**src/rtl/lvds_eth_framer.sv**
```systemverilog
// LVDS sampler that packs SAMPLES samples per ping-pong bank and sends each
// full bank as one raw Ethernet frame on an 8-bit AXI-stream toward the MAC.
module lvds_eth_framer #(
    parameter int          CHCOUNT    = 14,
    parameter int          SAMPLE_DIV = 125,
    parameter int          SAMPLES    = 32,
    parameter logic [47:0] DST_MAC    = 48'hFFFFFFFFFFFF,
    parameter logic [47:0] SRC_MAC    = 48'h020000000001,
    parameter logic [15:0] ETHTYPE    = 16'h88B5
) (
    input  logic               mac_tx_aclk,
    input  logic               mac_tx_reset,
    input  logic               enable,
    input  logic [CHCOUNT-1:0] usr_lvds_i,
    input  logic [31:0]        firmware_date,
    input  logic [31:0]        firmware_time,
    output logic [7:0]         tx_axis_tdata,
    output logic               tx_axis_tvalid,
    output logic               tx_axis_tlast,
    output logic               tx_axis_tuser,
    input  logic               tx_axis_tready,
    output logic [15:0]        frame_cnt,
    output logic [15:0]        drop_cnt,
    output logic               busy
);

    localparam int BPS       = (CHCOUNT + 7) / 8;
    localparam int HDR_LEN   = 24;
    localparam int MAC_LEN   = 14;
    localparam int FRAME_LEN = HDR_LEN + SAMPLES * BPS;
    localparam int DIV_W     = $clog2(SAMPLE_DIV);
    localparam int IDX_W     = (SAMPLES > 1) ? $clog2(SAMPLES) : 1;
    localparam int BSEL_W    = (BPS > 1) ? $clog2(BPS) : 1;
    localparam int CNT_W     = $clog2(FRAME_LEN);
    localparam int SAMP_P2   = 1 << IDX_W;

    typedef enum logic [1:0] {S_IDLE, S_HDR, S_INFO, S_PAYLOAD} state_t;

    logic [CHCOUNT-1:0] sync1_q, sync2_q;
    logic [CHCOUNT-1:0] mem [0:2*SAMP_P2-1];

    logic [DIV_W-1:0]   div_q;
    logic               wr_bank_q;
    logic [IDX_W-1:0]   wr_idx_q;
    logic [1:0]         full_q, full_d;
    logic [15:0]        drop_q;
    logic               strobe, wr_take, wr_done, rd_done;

    state_t             state_q, state_d;
    logic [CNT_W-1:0]   cnt_q, cnt_d;
    logic [IDX_W-1:0]   smp_q, smp_d;
    logic [BSEL_W-1:0]  bsel_q, bsel_d;
    logic               rd_bank_q, rd_bank_d;
    logic [15:0]        seq_q, seq_d;
    logic [31:0]        date_q, date_d, time_q, time_d;
    logic               tvalid_q, tvalid_d, tlast_q, tlast_d;
    logic [7:0]         tdata_q, tdata_d;
    logic [15:0]        frame_q, frame_d;
    logic               load;

    logic [HDR_LEN*8-1:0] hdr_vec;
    logic [7:0]           hdr_b [0:HDR_LEN-1];
    logic [CHCOUNT-1:0]   rd_word;
    logic [BPS*8-1:0]     ext;
    logic [7:0]           pay_b [0:BPS-1];

    // Input synchroniser and sample storage carry no reset.
    always_ff @(posedge mac_tx_aclk) begin
        sync1_q <= usr_lvds_i;
        sync2_q <= sync1_q;
        if (wr_take) begin
            mem[{wr_bank_q, wr_idx_q}] <= sync2_q;
        end
        date_q <= date_d;
        time_q <= time_d;
    end

    assign strobe  = enable && (div_q == DIV_W'(SAMPLE_DIV - 1));
    assign wr_take = strobe && !full_q[wr_bank_q];
    assign wr_done = wr_take && (wr_idx_q == IDX_W'(SAMPLES - 1));

    // Writer and reader always touch different banks, so set and clear never collide.
    always_comb begin
        full_d = full_q;
        if (rd_done) begin
            full_d[rd_bank_q] = 1'b0;
        end
        if (wr_done) begin
            full_d[wr_bank_q] = 1'b1;
        end
    end

    always_ff @(posedge mac_tx_aclk) begin
        if (mac_tx_reset) begin
            div_q     <= '0;
            wr_bank_q <= 1'b0;
            wr_idx_q  <= '0;
            full_q    <= '0;
            drop_q    <= '0;
        end else begin
            full_q <= full_d;
            if (!enable) begin
                div_q    <= '0;
                wr_idx_q <= '0;
            end else begin
                div_q <= strobe ? '0 : div_q + DIV_W'(1);
                if (wr_done) begin
                    wr_idx_q  <= '0;
                    wr_bank_q <= ~wr_bank_q;
                end else if (wr_take) begin
                    wr_idx_q <= wr_idx_q + IDX_W'(1);
                end
                if (strobe && full_q[wr_bank_q] && drop_q != 16'hFFFF) begin
                    drop_q <= drop_q + 16'd1;
                end
            end
        end
    end

    // tdata is registered from the byte the counter will point at next, which
    // gives the storage a full clock of read time while keeping one byte per clock.
    always_comb begin
        state_d   = state_q;
        cnt_d     = cnt_q;
        smp_d     = smp_q;
        bsel_d    = bsel_q;
        rd_bank_d = rd_bank_q;
        seq_d     = seq_q;
        date_d    = date_q;
        time_d    = time_q;
        tvalid_d  = tvalid_q;
        tlast_d   = tlast_q;
        tdata_d   = tdata_q;
        frame_d   = frame_q;
        rd_done   = 1'b0;
        load      = 1'b0;

        case (state_q)
            S_IDLE: begin
                if (full_q[rd_bank_q]) begin
                    state_d = S_HDR;
                    date_d  = firmware_date;
                    time_d  = firmware_time;
                    cnt_d   = '0;
                    smp_d   = '0;
                    bsel_d  = '0;
                end
            end
            default: begin
                if (!tvalid_q) begin
                    tvalid_d = 1'b1;
                    load     = 1'b1;
                end else if (tx_axis_tready) begin
                    if (cnt_q == CNT_W'(FRAME_LEN - 1)) begin
                        tvalid_d  = 1'b0;
                        tlast_d   = 1'b0;
                        state_d   = S_IDLE;
                        rd_done   = 1'b1;
                        rd_bank_d = ~rd_bank_q;
                        seq_d     = seq_q + 16'd1;
                        frame_d   = frame_q + 16'd1;
                    end else begin
                        cnt_d = cnt_q + CNT_W'(1);
                        load  = 1'b1;
                        if (cnt_q >= CNT_W'(HDR_LEN)) begin
                            if (bsel_q == BSEL_W'(BPS - 1)) begin
                                bsel_d = '0;
                                smp_d  = smp_q + IDX_W'(1);
                            end else begin
                                bsel_d = bsel_q + BSEL_W'(1);
                            end
                        end
                        if (cnt_d < CNT_W'(MAC_LEN)) begin
                            state_d = S_HDR;
                        end else if (cnt_d < CNT_W'(HDR_LEN)) begin
                            state_d = S_INFO;
                        end else begin
                            state_d = S_PAYLOAD;
                        end
                    end
                end
            end
        endcase

        hdr_vec = {DST_MAC, SRC_MAC, ETHTYPE, date_q, time_q, seq_q};
        for (int i = 0; i < HDR_LEN; i++) begin
            hdr_b[i] = hdr_vec[8*(HDR_LEN-1-i) +: 8];
        end
        rd_word = mem[{rd_bank_q, smp_d}];
        ext = '0;
        ext[CHCOUNT-1:0] = rd_word;
        for (int i = 0; i < BPS; i++) begin
            pay_b[i] = ext[8*(BPS-1-i) +: 8];
        end

        if (load) begin
            tdata_d = (cnt_d < CNT_W'(HDR_LEN)) ? hdr_b[cnt_d[4:0]] : pay_b[bsel_d];
            tlast_d = (cnt_d == CNT_W'(FRAME_LEN - 1));
        end
    end

    always_ff @(posedge mac_tx_aclk) begin
        if (mac_tx_reset) begin
            state_q   <= S_IDLE;
            cnt_q     <= '0;
            smp_q     <= '0;
            bsel_q    <= '0;
            rd_bank_q <= 1'b0;
            seq_q     <= '0;
            tvalid_q  <= 1'b0;
            tlast_q   <= 1'b0;
            tdata_q   <= '0;
            frame_q   <= '0;
        end else begin
            state_q   <= state_d;
            cnt_q     <= cnt_d;
            smp_q     <= smp_d;
            bsel_q    <= bsel_d;
            rd_bank_q <= rd_bank_d;
            seq_q     <= seq_d;
            tvalid_q  <= tvalid_d;
            tlast_q   <= tlast_d;
            tdata_q   <= tdata_d;
            frame_q   <= frame_d;
        end
    end

    assign tx_axis_tdata  = tdata_q;
    assign tx_axis_tvalid = tvalid_q;
    assign tx_axis_tlast  = tlast_q;
    assign tx_axis_tuser  = 1'b0;
    assign frame_cnt      = frame_q;
    assign drop_cnt       = drop_q;
    assign busy           = (state_q != S_IDLE);

endmodule
```
**config.mk**
```make
export PLATFORM = sky130hd
export DESIGN_NAME = lvds_eth_framer
export DESIGN_NICKNAME = d
export VERILOG_FILES = /design/src/rtl/lvds_eth_framer.sv
export SDC_FILE = /design/constraint.sdc
export NUM_CORES = 1
export LEC_CHECK = 0
export ABC_AREA = 1
export BUFFER_PORTS_ARGS = -buffer_cell sky130_fd_sc_hd__buf_4
export CAP_MARGIN = 20
export CELL_PAD_IN_SITES_DETAIL_PLACEMENT = 2
export CELL_PAD_IN_SITES_GLOBAL_PLACEMENT = 2
export CORE_MARGIN = 3
export CORE_UTILIZATION = 42
export CTS_CLUSTER_SIZE = 16
export DETAILED_ROUTE_END_ITERATION = 8
export PLACE_DENSITY_LB_ADDON = 0.1
export SLEW_MARGIN = 20
export SYNTH_ARGS = -nofsm -noshare
export SYNTH_HDL_FRONTEND = slang
export SYNTH_SLANG_ARGS = --single-unit
```
**constraint.sdc**
```tcl
create_clock -name mac_tx_aclk -period 4.4 [get_ports mac_tx_aclk]
set_input_delay 0.66 -clock mac_tx_aclk [delete_from_list [all_inputs] [get_ports mac_tx_aclk]]
set_output_delay 0.66 -clock mac_tx_aclk [all_outputs]
set_load 0.02 [all_outputs]
```
==> results of run 1 <==
-- cells in the mapped netlist, types with 2 or more instances --
cell and count:
nand3b_1 266, nor3b_1 3, or2_2 4, inv_1 553, nor2_1 178, o21a_1 6, buf_6 11, clkbuf_1 73
a211oi_1 2, ha_1 10, nand3_1 873, nand2_1 803, buf_4 34, o31ai_1 2, nor2_2 2, nor3_1 30
nand4_1 15, xor2_1 3, nand2_4 2, nor4_1 8, a21oi_1 67, edfxtp_1 960, clkinv_1 2, o21ai_0 88
buf_1 17, o21ai_1 11, nand2_2 3, o211ai_1 43, xnor2_1 2, nor2_4 2, a31oi_1 2, inv_2 8
dfxtp_1 117, inv_4 2, buf_2 111
-- final cells by class --
cell class | count | share of cell area
sequential | 1077 | 0.5839
antenna | 1 | 0.00004684
clock buffer | 168 | 0.06134
clock inverter | 50 | 0.007495
timing repair buffer | 292 | 0.04707
inverter | 565 | 0.03998
tap | 1476 | 0.03457
multi-input combinational | 2437 | 0.2256
-- worst max-delay path: cells and delay by family (launching register included) --
| family | cells | cell delay [ns] |
|---|---|---|
| AND/OR/NAND/NOR | 13 | 2.13 |
| buffers and inverters | 5 | 0.97 |
| flip-flops | 1 | 0.34 |
| adder cells (fa/ha/maj) | 1 | 0.24 |
| AO/OA/AOI/OAI | 1 | 0.10 |
-- sequential cells by signal (all words and copies together) (netlist names), 14 cells and up --
register   cells
date_q        32
mem          896
sync1_q       14
time_q        32
sync2_q       14
drop_cnt      16
seq_q         16
frame_cnt     16
-- worst max-delay path by stage --
stage / startpoint / to / slack [ns] / cells after the start
2_1_floorplan: enable / mem[23][0]$_DFFE_PP_ / 1.18 / 7
3_3_place_gp: tx_axis_tready / tx_axis_tdata[5]$_SDFFE_PP0P_ / 0.45 / 19
3_5_place_dp: tx_axis_tready / tx_axis_tdata[5]$_SDFFE_PP0P_ / 0.36 / 19
4_1_cts: cnt_q[0]$_SDFF_PP0_ / tx_axis_tdata[5]$_SDFFE_PP0P_ / 0.45 / 20
5_1_grt: cnt_q[0]$_SDFF_PP0_ / tx_axis_tdata[5]$_SDFFE_PP0P_ / 0.28 / 20
6_report: cnt_q[0]$_SDFF_PP0_ / tx_axis_tdata[5]$_SDFFE_PP0P_ / 0.47 / 20
-- routing by layer --
metal,up-vias,routed length [um]
li1,15160,-
met1,18000,69120
met2,846,83780
met3,276,7035
met4,0,4948
met5,-,0
-- cell families (layout without fill, tap and decap cells) --
group | Yosys count | after routing | synth area share
AND/OR/NAND/NOR | 2192 | 2192 | 0.2259
XOR/XNOR | 5 | 5 | 0.0009406
AO/OA/AOI/OAI | 229 | 229 | 0.02808
buffers and inverters | 811 | 1075 | 0.07298
flip-flops | 1077 | 1077 | 0.6694
adder cells (fa/ha/maj) | 10 | 10 | 0.002687
other | 1 | 2 | 0.00008053
-- per-stage QoR --
stage                     total power, mW  hold WS [ns]  utilization
after floorplan                     11.44        0.3096            -
after global placement              11.63        0.3100       0.4540
after detailed placement            11.64        0.3142       0.4540
after CTS                           21.14     0.0003945       0.4880
after global routing                21.54      0.008242       0.4880
final                               20.99       0.04605       0.4881
-- power groups by stage --
stage          clock network [mW]  registers (mW)  logic [mW]
3_5_place_dp                    0            11.4       0.206
3_3_place_gp                    0            11.4       0.199
6_report                     9.56            11.2       0.210
5_1_grt                      10.1            11.2       0.221
2_1_floorplan                   0            11.4      0.0217
4_1_cts                      9.71            11.2       0.210
-- what timing repair did --
item,4_1_cts,5_1_grt
endpoints found under the setup margin,0,0
hold endpoints to repair,4,0
gates resized for setup,0,0
hold buffers,4,0
==> run metrics, run 1 <==
DRT antenna net count=0; maxcap violations=0; filler instances=11,100; setup violators final=0; die height=about 340 um; Hold WC Path Type=in2reg; port bufs=124; initial drt markers=around 2,700; CP max stage delay=0.39 ns; WHS Endpoint=sync1_q[3]$_DFF_P_; FP Rows=121; drt wl/cell=roughly 27 um; Layout Skew=roughly 0.054 ns; CTS tree=built; min Tclk post-route=3.932 ns; synth unique cells=47; initial antenna violation count=2; Synth Flop Type=edfxtp_1; Worst VDD drop=between 300 and 400 uV; r2r setup slk=0.47 ns; die area=roughly 0.11 mm2; power share of the combinational group=0.010; CTS buffer count=between 100 and 150; NetSw=about 4.4 mW; Post-synth EDFFs=960; hold path start=usr_lvds_i[3]; Core ar.=0.1095 mm2; TritonRoute pass-1 iters=5; CTS Sinks=1,077; # Post-CTS Setup Buffers=0; Worst Max-Slew Pin Slew=1.116 ns; RSZ-0062 raised after global routing=false; met2 Track Usage GR=0.5007; endpoints failing hold=0; Sequential Power Share=0.534; total routed wirelength=~160,000 um; Area growth syn-to-layout=14.72%; cells on worst reg2reg path=20; largest net degree at the start of global routing=between 100 and 150; H-tree level count=3; Internal=about 17 mW; Max Clock Freq=roughly 250 MHz; Worst Hold Path Cells=1; area leader, netlist=edfxtp_1; drt via density=approximately 5.7; PwrDens=roughly 390 mW/mm2; DRC=0; Data arrival, critical path=4.56 ns; routed vias=34,280; YS warnings=0; register area share after synthesis=0.6694; Sw Ratio=0.2118; #FFs+latches synth=1,077; Max clock buf depth=3; Final WS setup=0.4677 ns; Critical Path Slowest Stage Cell=inv_8; GPL Wtd Cong=0.8259; Syn Std Cell Area=0.04657 mm2; most frequent cells in the layout=edfxtp_1 (960), nand3_1 (873), nand2_1 (803); Setup TNS Final=0 ns; syn_nets=approximately 4,400; Detail Placement HPWL=a little over 100,000 um; data required time at the worst endpoint=a little over 5 ns; design area=between 0.05 and 0.06 mm2; Crit. End Element=register; final std cells w/o fill=between 6,000 and 7,000; Post-Place Setup Slack=0.3584 ns; met1 Use GR=0.3659; first-pass GRT wire length=roughly 250,000 um; Critical Path Most Common Cell=nand3_1; share of post-route cells with drive strength above 1=0.1074; Final Max Tran Viols=0; Critical Path Fanout Max=34; CTS clock-pin slew for the worst setup and hold paths=~0.060 ns; startpoint class of the critical path=register; P_leak=19.99 nW; GR Util All Layers=0.2830; synth top area cells=edfxtp_1 (62%), nand3_1 (9.4%), nand2_1 (6.5%), dfxtp_1 (5.0%), inv_1 (4.5%); Multi-input gate area=~0.012 mm2; I/O pin cnt=about 130; Inst Count DP=about 5,800; period utilization=0.8937; end of the worst register-to-register path=tx_axis_tdata[5]$_SDFFE_PP0P_; critical-path cell list=ha_1, nand2_1, inv_1, nand3_1, nand4_2, nand3_1, nand2_8, inv_8, buf_12, buf_4, o211ai_1, nand3_1, nand3_1, nand3_1, nand3_1, nand2_1, nand2_1, nand3_1, nand2_1, inv_1; Cell Area, Placed=~0.05 mm2; status=finished, final reports clean; worst relative slew slack=0.2561; Reg area=between 0.03 and 0.04 mm2; share of the synthesized area in the top cell type=0.6191; GRT busiest layer=met2; met3 Use GR=0.03155; Worst-Skew Late Latency=between 0.7 and 0.8 ns; vias in the first global route=37,670; crit path kind=reg2reg; overflow left after global routing=0; clock network power share=0.456; Mean Syn Cell Area=10.77 um2; Root Driver=clkbuf_16; fin nets=around 4,600; Die W=about 340 um; commonest non-fill, non-tap cell in the layout=edfxtp_1; ys async rst share=0; Starting Density=0.4254; post-synthesis cell count=4,325; Reg-to-Reg Start=cnt_q[0]$_SDFF_PP0_
No activity file was read; power rests on OpenSTA's default activity.
==> inputs of run 2 (changes only) <==
--- a/config.mk
+++ b/config.mk
@@ -5,13 +5,12 @@
 export SDC_FILE = /design/constraint.sdc
 export NUM_CORES = 1
 export LEC_CHECK = 0
-export ABC_AREA = 1
 export BUFFER_PORTS_ARGS = -buffer_cell sky130_fd_sc_hd__buf_4
 export CAP_MARGIN = 20
 export CELL_PAD_IN_SITES_DETAIL_PLACEMENT = 2
 export CELL_PAD_IN_SITES_GLOBAL_PLACEMENT = 2
 export CORE_MARGIN = 3
-export CORE_UTILIZATION = 42
+export CORE_UTILIZATION = 44
 export CTS_CLUSTER_SIZE = 16
 export DETAILED_ROUTE_END_ITERATION = 8
 export PLACE_DENSITY_LB_ADDON = 0.1
==> run 2 against run 1 <==
Against the previous run: clock-buffer cell count decreased by 11; fmax decreased by 10%; global-route usage increased by 3.7 points; final cell count decreased by 15%; synthesized cell count decreased by 19%; critical endpoint is now tx_axis_tdata[7]$_SDFFE_PP0P_; highest routed layer is now met5.
==> run metrics, run 2 <==
status=finished, final reports clean; Inst Count DP=4,928; overflow left after global routing=0; Worst VDD drop=roughly 380 uV; initial antenna violation count=5; Worst Max-Slew Pin Slew=around 1.1 ns; hold path start=usr_lvds_i[9]; Synth Flop Type=edfxtp_1; initial drt markers=between 3,000 and 4,000; Data arrival, critical path=about 5 ns; maxcap violations=0; register area share after synthesis=0.7099; #FFs+latches synth=roughly 1,100; worst relative slew slack=0.2631; share of the synthesized area in the top cell type=0.6565; most frequent cells after synthesis=edfxtp_1 (960), nand2_1 (848), nand3_1 (311), nor2_1 (225), a21oi_1 (129); period utilization=0.9949; data required time at the worst endpoint=5.01 ns; endpoints failing hold=0; filler instances=~9,400; Final Util=0.5236; first-pass GRT wire length=~240,000 um; ys async rst share=0; Core ar.=a little under 0.1 mm2; NetSw=about 4.4 mW; Starting Density=0.4448; drt via density=slightly above 6; Post-synth EDFFs=960; drt wl/cell=32.29 um; Reg-to-Reg Start=cnt_q[4]$_SDFF_PP0_; setup violators final=0; Detail Placement HPWL=105,400 um; DRT antenna net count=0; Most flops, register=mem; share of post-route cells with drive strength above 1=0.1640; CTS Sinks=approximately 1,100; FP Rows=approximately 120; syn_nets=3,577; area leader, netlist=edfxtp_1; min Tclk post-route=around 4.4 ns; Setup TNS Final=0 ns; fin nets=slightly below 4,000; synth top area cells=edfxtp_1 (66%), nand2_1 (7.2%), dfxtp_1 (5.3%), nand3_1 (3.5%), nor2_1 (1.9%); CTS tree=built; P_leak=~18 nW; CTS clock-pin slew for the worst setup and hold paths=0.06 ns; Die W=about 320 um; PwrDens=412.1 mW/mm2; die height=around 320 um; clock network power share=0.464; synth unique cells=between 80 and 90; largest net degree at the start of global routing=67; Layout Skew=between 0.03 and 0.04 ns; Critical Path Fanout Max=30; H-tree level count=3; Hold WC Path Type=in2reg; GPL Wtd Cong=about 0.87; GR Util All Layers=0.3198; I/O pin cnt=between 100 and 150; Crit. End Element=register; Max clock buf depth=3; Sequential Power Share=0.525; Area growth syn-to-layout=17.71%; crit path launch=cnt_q[4]$_SDFF_PP0_; power share of the combinational group=0.011; die area=0.1036 mm2; max reg flops=between 800 and 900; post-synthesis cell count=between 3,000 and 4,000; startpoint class of the critical path=register; Top Registers=mem: 896 flops, date_q: 32 flops, time_q: 32 flops; Worst-Skew Late Latency=0.73 ns; Syn Std Cell Area=~0.044 mm2; crit path kind=reg2reg; YS warnings=0; Root Driver=clkbuf_16; DRC=0; final std cells w/o fill=slightly above 5,000; Cell Area, Placed=~0.048 mm2; design area=approximately 0.052 mm2; total routed wirelength=about 170,000 um; Max Clock Freq=228.4 MHz; most common cell in the netlist=edfxtp_1; Internal=roughly 17 mW; CTS buffer count=~120; most frequent cells in the layout=edfxtp_1 (960), nand2_1 (848), buf_4 (364); Mean Syn Cell Area=12.60 um2; routed vias=approximately 32,000; port bufs=around 120; Sw Ratio=0.2075; vias in the first global route=about 35,000; commonest non-fill, non-tap cell in the layout=edfxtp_1; TritonRoute pass-1 iters=5; Final Max Tran Viols=0
-- run 2: changes by cell type after synthesis, sizes merged, moves of 43 or more --
cell | previous run | this run
nand3 | 873 | 311
inv | 563 | 17
nand3b | 266 | 3
a21oi | 67 | 129
mux2i | 0 | 56
and3 | 0 | 50
nor2 | 183 | 227
a31oi | 2 | 45
-- run 2: worst max-delay path, cell delays in order, from the launching register on --
cell and delay [ns]:
dfxtp_1 0.58, nand4bb_1 0.25, o2111ai_4 0.48, mux2i_4 0.43, buf_12 0.26, buf_12 0.21
nand3_1 0.30, a311oi_4 0.51, nand2_1 0.29, a21oi_1 0.21, buf_4 0.17, o21ai_0 0.08
buf_4 0.18, a41o_1 0.23
-- run 2: area by class of cell --
class	instances	area, um2	area share
inverter	18	68.82	0.001331
timing repair buffer	394	3223	0.06236
antenna	1	2.502	0.00004842
tap	1287	1610	0.03116
clock buffer	157	3201	0.06192
sequential	1077	31190	0.6035
multi-input combinational	2170	11770	0.2277
clock inverter	62	615.6	0.01191
-- run 2: kinds of logic after synthesis --
logic type                 synth area share
adders and majority gates          0.002849
xor gates and xnor gates           0.009774
other                            0.00008540
and+or+nand+nor                      0.1541
muxes                               0.02713
buffers and inverters               0.02639
DFF                                  0.7099
AOI/OAI and AO/OA                   0.06981
-- run 2: routing by layer --
metal  track usage  wire, um  vias up
met1        0.3979     64370    16720
met4        0.1426      8396        4
li1              -         -    13430
met3       0.05542     11390      433
met5             0        31        -
met2        0.5485     82610     1336
-- run 2: final timing paths --
check                           depth (start not counted)  slack [ns]                             to
worst max-delay path                                   13        0.02  tx_axis_tdata[7]$_SDFFE_PP0P_
worst min-delay path                                    1        0.05             sync1_q[9]$_DFF_P_
worst max register to register                         13        0.02  tx_axis_tdata[7]$_SDFFE_PP0P_
worst min register to register                          0        0.32            sync2_q[13]$_DFF_P_
-- run 2: timing repair --
item,in CTS,in global routing
setup endpoints to repair,4,5
gates resized for setup,9,8
endpoints found under the hold margin,11,0
hold buffers,11,0
pin swaps,1,1
cloned,1,0
buffers inserted,5,1
-- run 2: metrics by stage --
step	power (mW)	hold slack, ns	setup slack [ns]
after floorplan	11.43	0.3096	0.9778
after global placement	11.59	0.3100	-0.4414
after detailed placement	11.61	0.3132	-0.4288
after CTS	21.44	0.0007691	0.04944
after global routing	21.87	0.007690	-0.06123
final	21.30	0.04800	0.02227
-- run 2: power groups by stage --
| stage | combinational, mW | sequential [mW] | clock, mW |
|---|---|---|---|
| global placement | 0.201 | 11.4 | 0 |
| detailed placement | 0.219 | 11.4 | 0 |
| finish | 0.230 | 11.2 | 9.89 |
| CTS | 0.228 | 11.2 | 10.0 |
| floorplan | 0.0148 | 11.4 | 0 |
| global route | 0.241 | 11.2 | 10.5 |
